`src/rtl/data_bus_decoder.sv`:
```
// Data-side interconnect: decodes the core's data port onto N_SLAVES
// base/mask windows, tracks one outstanding transaction and reports faults.
module data_bus_decoder #(
    parameter int unsigned N_SLAVES = 4,
    parameter int unsigned DATA_W   = 32,
    parameter logic [N_SLAVES*32-1:0] SLAVE_BASE =
        {32'h8000_1000, 32'h8000_0000, 32'h0000_0000, 32'h0000_0000},
    parameter logic [N_SLAVES*32-1:0] SLAVE_MASK =
        {32'hFFFF_F000, 32'hFFFF_F000, 32'hFFFF_FF00, 32'hFFFF_FF00},
    parameter int unsigned TIMEOUT  = 15
) (
    input  logic                       clk_i,
    input  logic                       rst_i,
    input  logic                       m_req_i,
    input  logic                       m_we_i,
    input  logic [DATA_W/8-1:0]        m_be_i,
    input  logic [31:0]                m_addr_i,
    input  logic [DATA_W-1:0]          m_wdata_i,
    output logic                       m_gnt_o,
    output logic                       m_rvalid_o,
    output logic [DATA_W-1:0]          m_rdata_o,
    output logic                       m_err_o,
    output logic [N_SLAVES-1:0]        s_req_o,
    output logic                       s_we_o,
    output logic [DATA_W/8-1:0]        s_be_o,
    output logic [31:0]                s_addr_o,
    output logic [DATA_W-1:0]          s_wdata_o,
    input  logic [N_SLAVES-1:0]        s_gnt_i,
    input  logic [N_SLAVES-1:0]        s_rvalid_i,
    input  logic [N_SLAVES*DATA_W-1:0] s_rdata_i,
    output logic [31:0]                err_addr_o,
    output logic [15:0]                err_cnt_o
);

    localparam int unsigned SEL_W = (N_SLAVES > 1) ? $clog2(N_SLAVES) : 1;

    typedef enum logic [1:0] {
        ST_IDLE,
        ST_WAIT,
        ST_RESP
    } state_e;

    state_e              state_q, state_d;
    logic [SEL_W-1:0]    sel_q, sel_d;
    logic [31:0]         addr_q, addr_d;
    logic [7:0]          cnt_q, cnt_d;
    logic [DATA_W-1:0]   rdata_q, rdata_d;
    logic                err_q, err_d;
    logic [31:0]         err_addr_q, err_addr_d;
    logic [15:0]         err_cnt_q, err_cnt_d;

    logic                dec_hit;
    logic [SEL_W-1:0]    dec_sel;
    logic                err_evt;

    // Walk from the top index down so the lowest matching window wins.
    always_comb begin
        dec_hit = 1'b0;
        dec_sel = '0;
        for (int i = N_SLAVES - 1; i >= 0; i--) begin
            if ((m_addr_i & SLAVE_MASK[32*i +: 32]) == SLAVE_BASE[32*i +: 32]) begin
                dec_hit = 1'b1;
                dec_sel = SEL_W'(i);
            end
        end
    end

    always_comb begin
        // NOTE: every signal gets a default first, so no path can infer a latch.
        state_d    = state_q;
        sel_d      = sel_q;
        addr_d     = addr_q;
        cnt_d      = cnt_q;
        rdata_d    = rdata_q;
        err_d      = err_q;
        err_addr_d = err_addr_q;
        err_cnt_d  = err_cnt_q;
        err_evt    = 1'b0;
        s_req_o    = '0;
        m_gnt_o    = 1'b0;
        m_rvalid_o = 1'b0;

        case (state_q)
            ST_IDLE: begin
                if (m_req_i) begin
                    if (dec_hit) begin
                        s_req_o[dec_sel] = 1'b1;
                        m_gnt_o          = s_gnt_i[dec_sel];
                        if (s_gnt_i[dec_sel]) begin
                            sel_d   = dec_sel;
                            addr_d  = m_addr_i;
                            cnt_d   = 8'd1;
                            state_d = ST_WAIT;
                        end
                    end else begin
                        m_gnt_o    = 1'b1;
                        rdata_d    = '0;
                        err_d      = 1'b1;
                        err_addr_d = m_addr_i;
                        err_evt    = 1'b1;
                        state_d    = ST_RESP;
                    end
                end
            end
            ST_WAIT: begin
                // Slave data on the timeout cycle itself still wins.
                if (s_rvalid_i[sel_q]) begin
                    rdata_d = s_rdata_i[DATA_W*sel_q +: DATA_W];
                    err_d   = 1'b0;
                    state_d = ST_RESP;
                end else if (cnt_q == 8'(TIMEOUT)) begin
                    rdata_d    = '0;
                    err_d      = 1'b1;
                    err_addr_d = addr_q;
                    err_evt    = 1'b1;
                    state_d    = ST_RESP;
                end else begin
                    cnt_d = cnt_q + 8'd1;
                end
            end
            ST_RESP: begin
                m_rvalid_o = 1'b1;
                state_d    = ST_IDLE;
            end
            default: state_d = ST_IDLE;
        endcase

        if (err_evt && (err_cnt_q != 16'hFFFF)) begin
            err_cnt_d = err_cnt_q + 16'd1;
        end

        // Handshake outputs are combinational, so hold them quiet while in reset.
        if (rst_i) begin
            s_req_o = '0;
            m_gnt_o = 1'b0;
        end
    end

    always_ff @(posedge clk_i or posedge rst_i) begin
        if (rst_i) begin
            // NOTE: state is updated with non-blocking assignments so every flop samples pre-edge values.
            state_q    <= ST_IDLE;
            sel_q      <= '0;
            addr_q     <= '0;
            cnt_q      <= '0;
            rdata_q    <= '0;
            err_q      <= 1'b0;
            err_addr_q <= '0;
            err_cnt_q  <= '0;
        end else begin
            state_q    <= state_d;
            sel_q      <= sel_d;
            addr_q     <= addr_d;
            cnt_q      <= cnt_d;
            rdata_q    <= rdata_d;
            err_q      <= err_d;
            err_addr_q <= err_addr_d;
            err_cnt_q  <= err_cnt_d;
        end
    end

    assign m_rdata_o  = rdata_q;
    assign m_err_o    = err_q;
    assign err_addr_o = err_addr_q;
    assign err_cnt_o  = err_cnt_q;

    assign s_we_o     = m_we_i;
    assign s_be_o     = m_be_i;
    assign s_addr_o   = m_addr_i;
    assign s_wdata_o  = m_wdata_i;

endmodule

```
`config.mk`:
```
export PLATFORM = sky130hd
export DESIGN_NAME = data_bus_decoder
export DESIGN_NICKNAME = d
export VERILOG_FILES = /design/src/rtl/data_bus_decoder.sv
export SDC_FILE = /design/constraint.sdc
export NUM_CORES = 1
export LEC_CHECK = 0
export ABC_AREA = 1
export CAP_MARGIN = 20
export CORE_ASPECT_RATIO = 2
export CORE_MARGIN = 2
export CORE_UTILIZATION = 36
export DETAILED_ROUTE_END_ITERATION = 10
export PLACE_DENSITY = 0.76
export SETUP_SLACK_MARGIN = 0.15
export SLEW_MARGIN = 20
export SYNTH_ARGS = -nofsm -noshare
export SYNTH_HDL_FRONTEND = slang
export SYNTH_SLANG_ARGS = --single-unit
```
`constraint.sdc`:
```
create_clock -name clk_i -period 4.32 [get_ports clk_i]
set_clock_uncertainty 0.1 [all_clocks]
set_input_delay 0.648 -clock clk_i [delete_from_list [all_inputs] [get_ports clk_i]]
set_output_delay 0.648 -clock clk_i [all_outputs]
set_load 0.03 [all_outputs]
```
==> metrics.yaml, run 1 <==
dpl-instance-area_sq_um: 9840
relSlewSlack: 0.305
slowest_stage: "clkdlybuf4s50_1"
dr.first_iter.drc_count: 249
fill_cells: 1958
wl_met1_um: 7650
fmax_ghz: 0.279
worstReg2RegEnd: "err_addr_o[3]$_DFFE_PP0P_"
rsz0062_at_grt: "no"
cts_tree: "done"
antenna_found_initial: 0
areaGrowthSynthToFinish_pct: 42.4
rows: 73
clock_sinks: 125
drive_above_1_share: 0.0505
dr_wl_met3_um: 1260
slowest_delay_ns: 0.59
fin_crit_sh: 0.830
ff2ff_setup_slack_ns: 1.40
drt-pass1-iter-count: 7
setup-violations-final: 0
ant_nets: 0
whs_endpoint: "err_addr_o[13]$_DFFE_PP0P_"
ys_seq_elements: 125
wl_met2_um: 12300
cts-root-buf: "clkbuf_16"
synth-seq-area-share: 0.428
yosysMostFrequentCell: "nand2_1"
vias: 7301
p_total_w: 0.00535
cts_hold_buf: 0
cts_resized: 0
clk_pin_slew_ns: 0.06
r2r_start: "sel_q[0]$_DFFE_PP0P_"
routed_wl_um: 22900
yosys.area.top_type: "dfrtp_1"
clk_latency_ns: 0.41
yosys-top-cells-count: "nand2_1 (399), dfrtp_1 (125), buf_4 (72)"
grt_start_max_net_pins: 87
path_buf_inv: 3
cap_violations: 0
seq_area_sq_um: 3130
synth_edf_count: 0
die_w_um: 105
diodes: 0
cp.arrival_ns: 2.84
peakVddDrop_mv: 0.298
holdPathStages: 2
period_needed_ns: 3.59
clockBufferDepth: 2
drt-vias-per-instance: 4.97
synth_nets: 1212
yosys_most_used_dff: "dfrtp_1"
reg2reg_depth: 13
synth_area_per_cell_sq_um: 7.29
min_from: "err_addr_o[13]$_DFFE_PP0P_"
finalInstanceArea_sq_um: 10400
grtUsageTotal: 0.213
nets: 1405
die_area_sq_um: 21500
grt_pass1_vias: 7166
numCtsBuffers: 17
synth_warnings: 0
crit_family: "buffers and inverters"
htreeDepth: 4
wl_per_cell_um: 15.6
port_buffers: 287
globalplace.congestion: 0.902
cp_data_required_time_ns: 3.57
ys_types: 33
p_per_area_nw_per_um2: 514
die_h_um: 205
fin_util: 0.522
min_path_type: "reg2reg"
netlist_area_sq_um: 7300
hold_violations: 0
drc: 0
synthArstFlopShare: 1.00
multi_input_area_sq_um: 3180
highest_layer: "met4"
report.final.slew_viol_count: 0
finalSetupTns_ns: 0
crit_chain: "clkdlybuf4s50_1, nor2_1, nand2_1, nor2_2, nand3_1, nand3_1, nand4_1, nand2_1, inv_1, clkdlybuf4s50_1"
path_max_fanout: 4
core_area_sq_um: 19900
synthCells: 1002
hpwl_um: 17200
p_leak_nw: 4.91
crit_path_start_kind: "primary input"
post_cts_buffers: 0
synth_top_area_share: 0.428
worst_pin_slew_ns: 1.04
ys_top_cells_by_area: "dfrtp_1 (43%), nand2_1 (21%), buf_4 (7.4%)"
io_pins: 364
cp-end-kind: "output pin"
grt_first_pass_wirelength_um: 35800
status: "completed"
crit_type: "in2out"
initial_core_util: 0.367
overflow: 0
worst min-delay path, cell delays in order, from the launching register on:
cell	delay, ns
dfrtp_1	0.34
nand2_1	0.05
nand2_1	0.04
cell usage in the layout (no fill, tap or decap), drive strengths merged:
master	netlist	layout
nand2	401	401
clkdlybuf4s50	0	287
dfrtp	125	125
o21ai	67	67
nor2	65	65
inv	60	60
nand3	49	49
a21oi	34	34
a32oi	32	32
clkbuf	35	22
nand4	16	16
buf	88	10
xor2	9	9
nor3	7	7
xnor2	6	6
clkinvlp	0	5
clkinv	0	3
ha	2	2
o21bai	1	1
or2	1	1
nand3b	1	1
nor3b	1	1
nor4	1	1
conb	1	1
bufinv	0	1
through the flow:
step,hold WS (ns),cells,setup slack [ns]
after CTS,0.373,1469,0.762
after detailed placement,0.358,1438,0.772
after global placement,0.353,1437,0.808
after global routing,0.397,1469,0.528
final,0.367,1469,0.734
after floorplan,0.349,1002,0.244
metal layers:
metal	vias up	global-route usage
li1	3539	-
met1	3383	0.198
met2	284	0.403
met3	95	0.0380
met4	0	0.168
met5	-	0
flip-flops by register name, indices dropped and copies added, names as in the netlist:
register,count
m_err_o,1
err_addr_o,32
cnt_q,8
m_rdata_o,32
err_cnt_o,16
state_q,2
sel_q,2
addr_q,32
layout make-up:
class | count | share of cell area
Tap cell | 262 | 0.0315
Clock buffer | 22 | 0.0446
Clock inverter | 9 | 0.00866
Timing Repair Buffer | 297 | 0.285
Inverter | 60 | 0.0224
Multi-Input combinational cell | 694 | 0.306
Sequential cell | 125 | 0.301
where the power goes:
| group | internal [W] | leakage [nW] | switching, W | total (W) |
|---|---|---|---|---|
| clock | 0.000818 | 0.254 | 0.000521 | 0.00134 |
| combinational | 0.000898 | 3.09 | 0.00147 | 0.00237 |
| sequential | 0.00146 | 1.57 | 0.000177 | 0.00164 |
| total | 0.00317 | 4.91 | 0.00217 | 0.00535 |
cells by family (layout without fill, tap and decap cells):
family	after synthesis	in the layout	share of synthesized area
buf+inv	183	388	0.136
fa+ha+maj	2	2	0.00343
flops	125	125	0.428
compound gates	134	134	0.109
xor+xnor	15	15	0.0180
simple gates	542	542	0.305
other cells	1	1	0.000514
worst max path at each step:
stage,startpoint,cells past startpoint,slack [ns],to
after global placement,m_addr_i[28],10,0.81,m_gnt_o
after global routing,m_addr_i[28],10,0.53,m_gnt_o
after CTS,m_addr_i[28],10,0.76,m_gnt_o
after detailed placement,m_addr_i[28],10,0.77,m_gnt_o
final,m_addr_i[29],10,0.73,m_gnt_o
after floorplan,rst_i,1,0.24,addr_q[0]$_DFFE_PP0P_
(Power assumes the default switching activity.)
==> inputs of run 2 (changes only) <==
--- a/config.mk
+++ b/config.mk
@@ -11,7 +11,7 @@
 export CORE_MARGIN = 2
 export CORE_UTILIZATION = 36
 export DETAILED_ROUTE_END_ITERATION = 10
-export PLACE_DENSITY = 0.76
+export PLACE_DENSITY = 0.73
 export SETUP_SLACK_MARGIN = 0.15
 export SLEW_MARGIN = 20
 export SYNTH_ARGS = -nofsm -noshare
==> constraint.sdc (replaced) <==
create_clock -name clk_i -period 3.4 [get_ports clk_i]
set_clock_uncertainty 0.1 [all_clocks]
set_input_delay 0.51 -clock clk_i [delete_from_list [all_inputs] [get_ports clk_i]]
set_output_delay 0.51 -clock clk_i [all_outputs]
set_load 0.03 [all_outputs]
==> run 2 against run 1 <==
Compared with the run above: via count shrank 0.90%; die area is the same; count of clock-buffer cells in the layout decreased by 2; critical path depth fell by 2; global-route usage is 0.18 points lower; first-iteration DRC count shrank 2.0%; register-to-register slack worse by 0.48 ns; routed wire length is 0.74% lower; utilization increased by 0.74 points; non-clock buffer count grew 14; flip-flop and latch count is the same; critical path type unchanged; critical endpoint is now s_req_o[3].
==> metrics.yaml, run 2 (synthesis gave the netlist of run 1 again) <==
p_sw_frac: 0.402
relSlewSlack: 0.645
report.final.slew_viol_count: 0
p_leak_nw: 5.01
post_cts_buffers: 0
rsz0062_at_grt: "no"
peakVddDrop_mv: 0.371
grt_start_max_net_pins: 95
period_needed_ns: 3.12
cp-end-kind: "output pin"
hpwl_um: 17000
vias: 7235
port_buffers: 287
dr.first_iter.drc_count: 244
clock_power_share: 0.263
drt-vias-per-instance: 4.88
worst_pin_slew_ns: 0.532
grt_pass1_vias: 7163
min_from: "err_addr_o[1]$_DFFE_PP0P_"
clock_sinks: 125
p_per_area_nw_per_um2: 658
seq_area_sq_um: 3130
cts_resized: 1
die_w_um: 105
holdPathStages: 2
ant_nets: 0
clk_pin_slew_ns: 0.06
initial_core_util: 0.367
crit_chain: "clkdlybuf4s50_1, nor2_1, buf_4, nand2_1, nor2_2, nand3_1, nor2_1, clkdlybuf4s50_1"
grtUsageTotal: 0.211
globalplace.congestion: 0.918
multi_input_area_sq_um: 3180
final_common_cell: "nand2_1"
numCtsBuffers: 17
fmax_ghz: 0.321
crit_family: "buffers and inverters"
die_area_sq_um: 21500
clk_latency_ns: 0.42
hold_violations: 0
wl_per_cell_um: 15.3
drive_above_1_share: 0.0638
drc: 0
path_max_fanout: 4
p_sw_w: 0.00279
fill_cells: 1971
cp_data_required_time_ns: 2.79
final_cell_mix: "nand2_1 (398), clkdlybuf4s50_1 (286), dfrtp_1 (123)"
clockBufferDepth: 2
grt_first_pass_wirelength_um: 35600
cts_hold_buf: 0
antenna_found_initial: 0
diodes: 0
cp.arrival_ns: 2.51
ff2ff_setup_slack_ns: 0.92
htreeDepth: 4
status: "completed"
whs_ns: 0.369
crit_type: "in2out"
rows: 73
cts_tree: "done"
whs_endpoint: "err_addr_o[1]$_DFFE_PP0P_"
fin_crit_sh: 0.917
io_pins: 364
min_path_type: "reg2reg"
dpl-instance-area_sq_um: 9950
overflow: 0
r2r_start: "sel_q[0]$_DFFE_PP0P_"
routed_wl_um: 22700
nets: 1419
slowest_stage: "clkdlybuf4s50_1"
drt-pass1-iter-count: 4
cts-root-buf: "clkbuf_16"
worstReg2RegEnd: "err_cnt_o[6]$_DFFE_PP0P_"
p_comb_frac: 0.438
finalSetupTns_ns: 0
die_h_um: 205
cap_violations: 0
seq_power_share: 0.299
slowest_delay_ns: 0.68
power.internal_w: 0.00415
crit_path_start_kind: "primary input"
p_total_w: 0.00694
setup-violations-final: 0
finalInstanceArea_sq_um: 10500
areaGrowthSynthToFinish_pct: 44.4
reg2reg_depth: 11
core_area_sq_um: 19900
path_buf_inv: 3
## run 2: area by class of cell
cell class                 count  share of cell area
clock buffer                  20              0.0433
sequential                   125               0.297
clock inverter                12              0.0129
inverter                      60              0.0220
timing repair buffer         311               0.292
multi-input combinational    694               0.302
tap                          262              0.0311
## run 2: worst min-delay path, delay by kind of cell (launching register included)
kind,cells,cell delay (ns)
AND/OR/NAND/NOR,2,0.09
flip-flops,1,0.34
## run 2: how the worst max path moves through the flow
stage | slack (ns) | to | from | cells past startpoint
2_1_floorplan | 1.25 | addr_q[0]$_DFFE_PP0P_ | rst_i | 1
6_report | 0.28 | s_req_o[3] | m_addr_i[29] | 8
3_5_place_dp | 0.14 | m_gnt_o | m_addr_i[29] | 11
5_1_grt | 0.17 | s_req_o[3] | m_addr_i[29] | 8
4_1_cts | 0.24 | s_req_o[0] | m_addr_i[30] | 7
3_3_place_gp | 0.14 | m_gnt_o | m_addr_i[29] | 11
## run 2: stage by stage
step                      std cells  worst slack [ns]  utilization
after global placement         1452             0.144        0.500
final                          1484             0.283        0.530
after global routing           1484             0.166        0.530
after detailed placement       1452             0.142        0.500
after floorplan                1002              1.25            -
after CTS                      1484             0.243        0.530
## run 2: layer usage
metal,vias up,GRT usage,part of all wire
met1,3338,0.200,0.34
li1,3559,-,-
met5,-,0,0
met3,83,0.0428,0.051
met4,0,0.136,0.055
met2,255,0.405,0.55
## run 2: power by group through the flow
stage	clock network, W	registers, W	logic (W)
2_1_floorplan	0	0.00273	0.00119
3_3_place_gp	0	0.00208	0.00303
3_5_place_dp	0	0.00210	0.00307
4_1_cts	0.00187	0.00208	0.00307
5_1_grt	0.00193	0.00212	0.00328
6_report	0.00183	0.00207	0.00304
==> inputs of run 3 (changes only) <==
--- a/config.mk
+++ b/config.mk
@@ -7,11 +7,13 @@
 export LEC_CHECK = 0
 export ABC_AREA = 1
 export CAP_MARGIN = 20
+export CELL_PAD_IN_SITES_DETAIL_PLACEMENT = 0
+export CELL_PAD_IN_SITES_GLOBAL_PLACEMENT = 1
 export CORE_ASPECT_RATIO = 2
 export CORE_MARGIN = 2
-export CORE_UTILIZATION = 36
+export CORE_UTILIZATION = 28
 export DETAILED_ROUTE_END_ITERATION = 10
-export PLACE_DENSITY = 0.73
+export PLACE_DENSITY_LB_ADDON = 0.1
 export SETUP_SLACK_MARGIN = 0.15
 export SLEW_MARGIN = 20
 export SYNTH_ARGS = -nofsm -noshare
==> constraint.sdc (replaced) <==
create_clock -name clk_i -period 3.4 [get_ports clk_i]
set_clock_uncertainty 0.1 [all_clocks]
set_input_delay 0.68 -clock clk_i [delete_from_list [all_inputs] [get_ports clk_i]]
set_output_delay 0.68 -clock clk_i [all_outputs]
set_load 0.03 [all_outputs]
==> run 3 against run 2 <==
Compared with the run above: register-to-register slack worse by 0.12 ns; largest power group unchanged; combinational power hardly changed; clock power is 3% higher.
==> metrics.yaml, run 3 (synthesis gave the netlist of run 1 again) <==
diodes: 0
cts_hold_buf: 0
cts_tree: "done"
rsz0062_at_grt: "no"
reg2reg_depth: 8
worst_pin_slew_ns: 0.696
finalSetupTns_ns: 0
p_per_area_nw_per_um2: 659
cp-end-kind: "output pin"
relSlewSlack: 0.536
final_cell_mix: "nand2_1 (398), clkdlybuf4s50_1 (283), dfrtp_1 (123)"
fin_crit_sh: 0.912
drc: 0
globalplace.congestion: 0.798
cp_data_required_time_ns: 2.62
cpMostUsedCell: "nand2_1"
wl_per_cell_um: 15.9
crit_type: "in2out"
cap_violations: 0
routed_wl_um: 24900
drt-pass1-iter-count: 4
clockBufferDepth: 2
die_w_um: 118
die_h_um: 232
grt_first_pass_wirelength_um: 38900
drt-vias-per-instance: 4.59
p_leak_nw: 5.02
areaGrowthSynthToFinish_pct: 46.3
die_area_sq_um: 27500
core_area_sq_um: 25700
htreeDepth: 4
path_max_fanout: 4
crit_path_start_kind: "primary input"
grtUsageTotal: 0.184
antenna_found_initial: 0
slowest_stage: "clkdlybuf4s50_1"
grt_pass1_vias: 7170
cts-root-buf: "clkbuf_16"
io_pins: 364
crit_chain: "clkdlybuf4s50_1, nor2_1, nand2_1, nor2_2, nand3_1, nand3_2, nand4_1, nand2_1, inv_1, buf_4"
drive_above_1_share: 0.0697
hpwl_um: 18600
final_common_cell: "nand2_1"
ant_nets: 0
setup-violations-final: 0
fmax_ghz: 0.322
clk_pin_slew_ns: 0.06
port_buffers: 287
slowest_delay_ns: 0.52
cp.arrival_ns: 2.32
overflow: 0
fin_util: 0.416
clock_sinks: 125
rows: 83
peakVddDrop_mv: 0.375
grt_start_max_net_pins: 101
nets: 1416
period_needed_ns: 3.10
numCtsBuffers: 17
post_cts_buffers: 0
status: "completed"
initial_core_util: 0.285
hold_violations: 0
dr.first_iter.drc_count: 321
report.final.slew_viol_count: 0
vias: 7151
holdPathStages: 2
clk_latency_ns: 0.43
min_path_type: "reg2reg"
run 3: cell types whose count changed in the layout (fill, tap and decap cells not counted), sizes merged:
| cell | change |
|---|---|
| clkinv | +2 |
| bufinv | +1 |
| clkbuf | -2 |
| buf | +1 |
| dlygate4sd2 | -1 |
| inv | -1 |
| clkdlybuf4s50 | -3 |
run 3: final timing paths:
kind	startpoint	slack (ns)	endpoint
min	err_addr_o[27]$_DFFE_PP0P_	0.37	err_addr_o[27]$_DFFE_PP0P_
max	m_addr_i[30]	0.30	m_gnt_o
max reg2reg	state_q[0]$_DFFE_PP0P_	0.80	err_cnt_o[0]$_DFFE_PP0P_
max in group asynchronous	rst_i	2.02	sel_q[1]$_DFFE_PP0P_
min in group asynchronous	rst_i	0.66	err_addr_o[20]$_DFFE_PP0P_
min reg2reg	err_addr_o[27]$_DFFE_PP0P_	0.37	err_addr_o[27]$_DFFE_PP0P_
run 3: worst max-delay path, delay by kind of cell:
kind	cells	cell delay, ns
simple gates	7	0.91
buf+inv	3	0.71
run 3: cell type report:
cell class | instances | area, sq um
Multi-Input combinational cell | 694 | 3210
Sequential cell | 125 | 3130
Inverter | 60 | 231
Clock buffer | 18 | 439
Timing Repair Buffer | 308 | 3070
Clock inverter | 14 | 168
Tap cell | 340 | 425
Fill cell | 2725 | 15000
run 3: routing by layer:
metal / global-route usage / vias up / share of wire
met3: 0.0597 / 35 / 0.071
met4: 0.0745 / 0 / 0.025
met5: 0 / - / 0
met2: 0.345 / 265 / 0.54
met1: 0.184 / 3294 / 0.36
li1: - / 3557 / -
run 3: power breakdown:
group,switching (W),internal [W],leakage [nW]
clock network,0.000722,0.00117,0.292
logic,0.00187,0.00119,3.16
registers,0.000236,0.00185,1.57
run 3: metrics by stage:
| step | setup WS (ns) | area, sq um | cells | power [W] | hold slack (ns) |
|---|---|---|---|---|---|
| after floorplan | 1.05 | 7300 | 1002 | 0.00392 | 0.349 |
| after global placement | 0.161 | 10000 | 1527 | 0.00522 | 0.353 |
| after detailed placement | 0.140 | 10000 | 1527 | 0.00524 | 0.358 |
| after CTS | 0.156 | 10700 | 1559 | 0.00718 | 0.374 |
| after global routing | 0.156 | 10700 | 1559 | 0.00749 | 0.394 |
| final | 0.298 | 10700 | 1559 | 0.00704 | 0.368 |
run 3: what timing repair did:
item	in CTS	in global routing
gates resized for setup	1	6
hold endpoints to repair	0	0
setup endpoints to repair	1	1
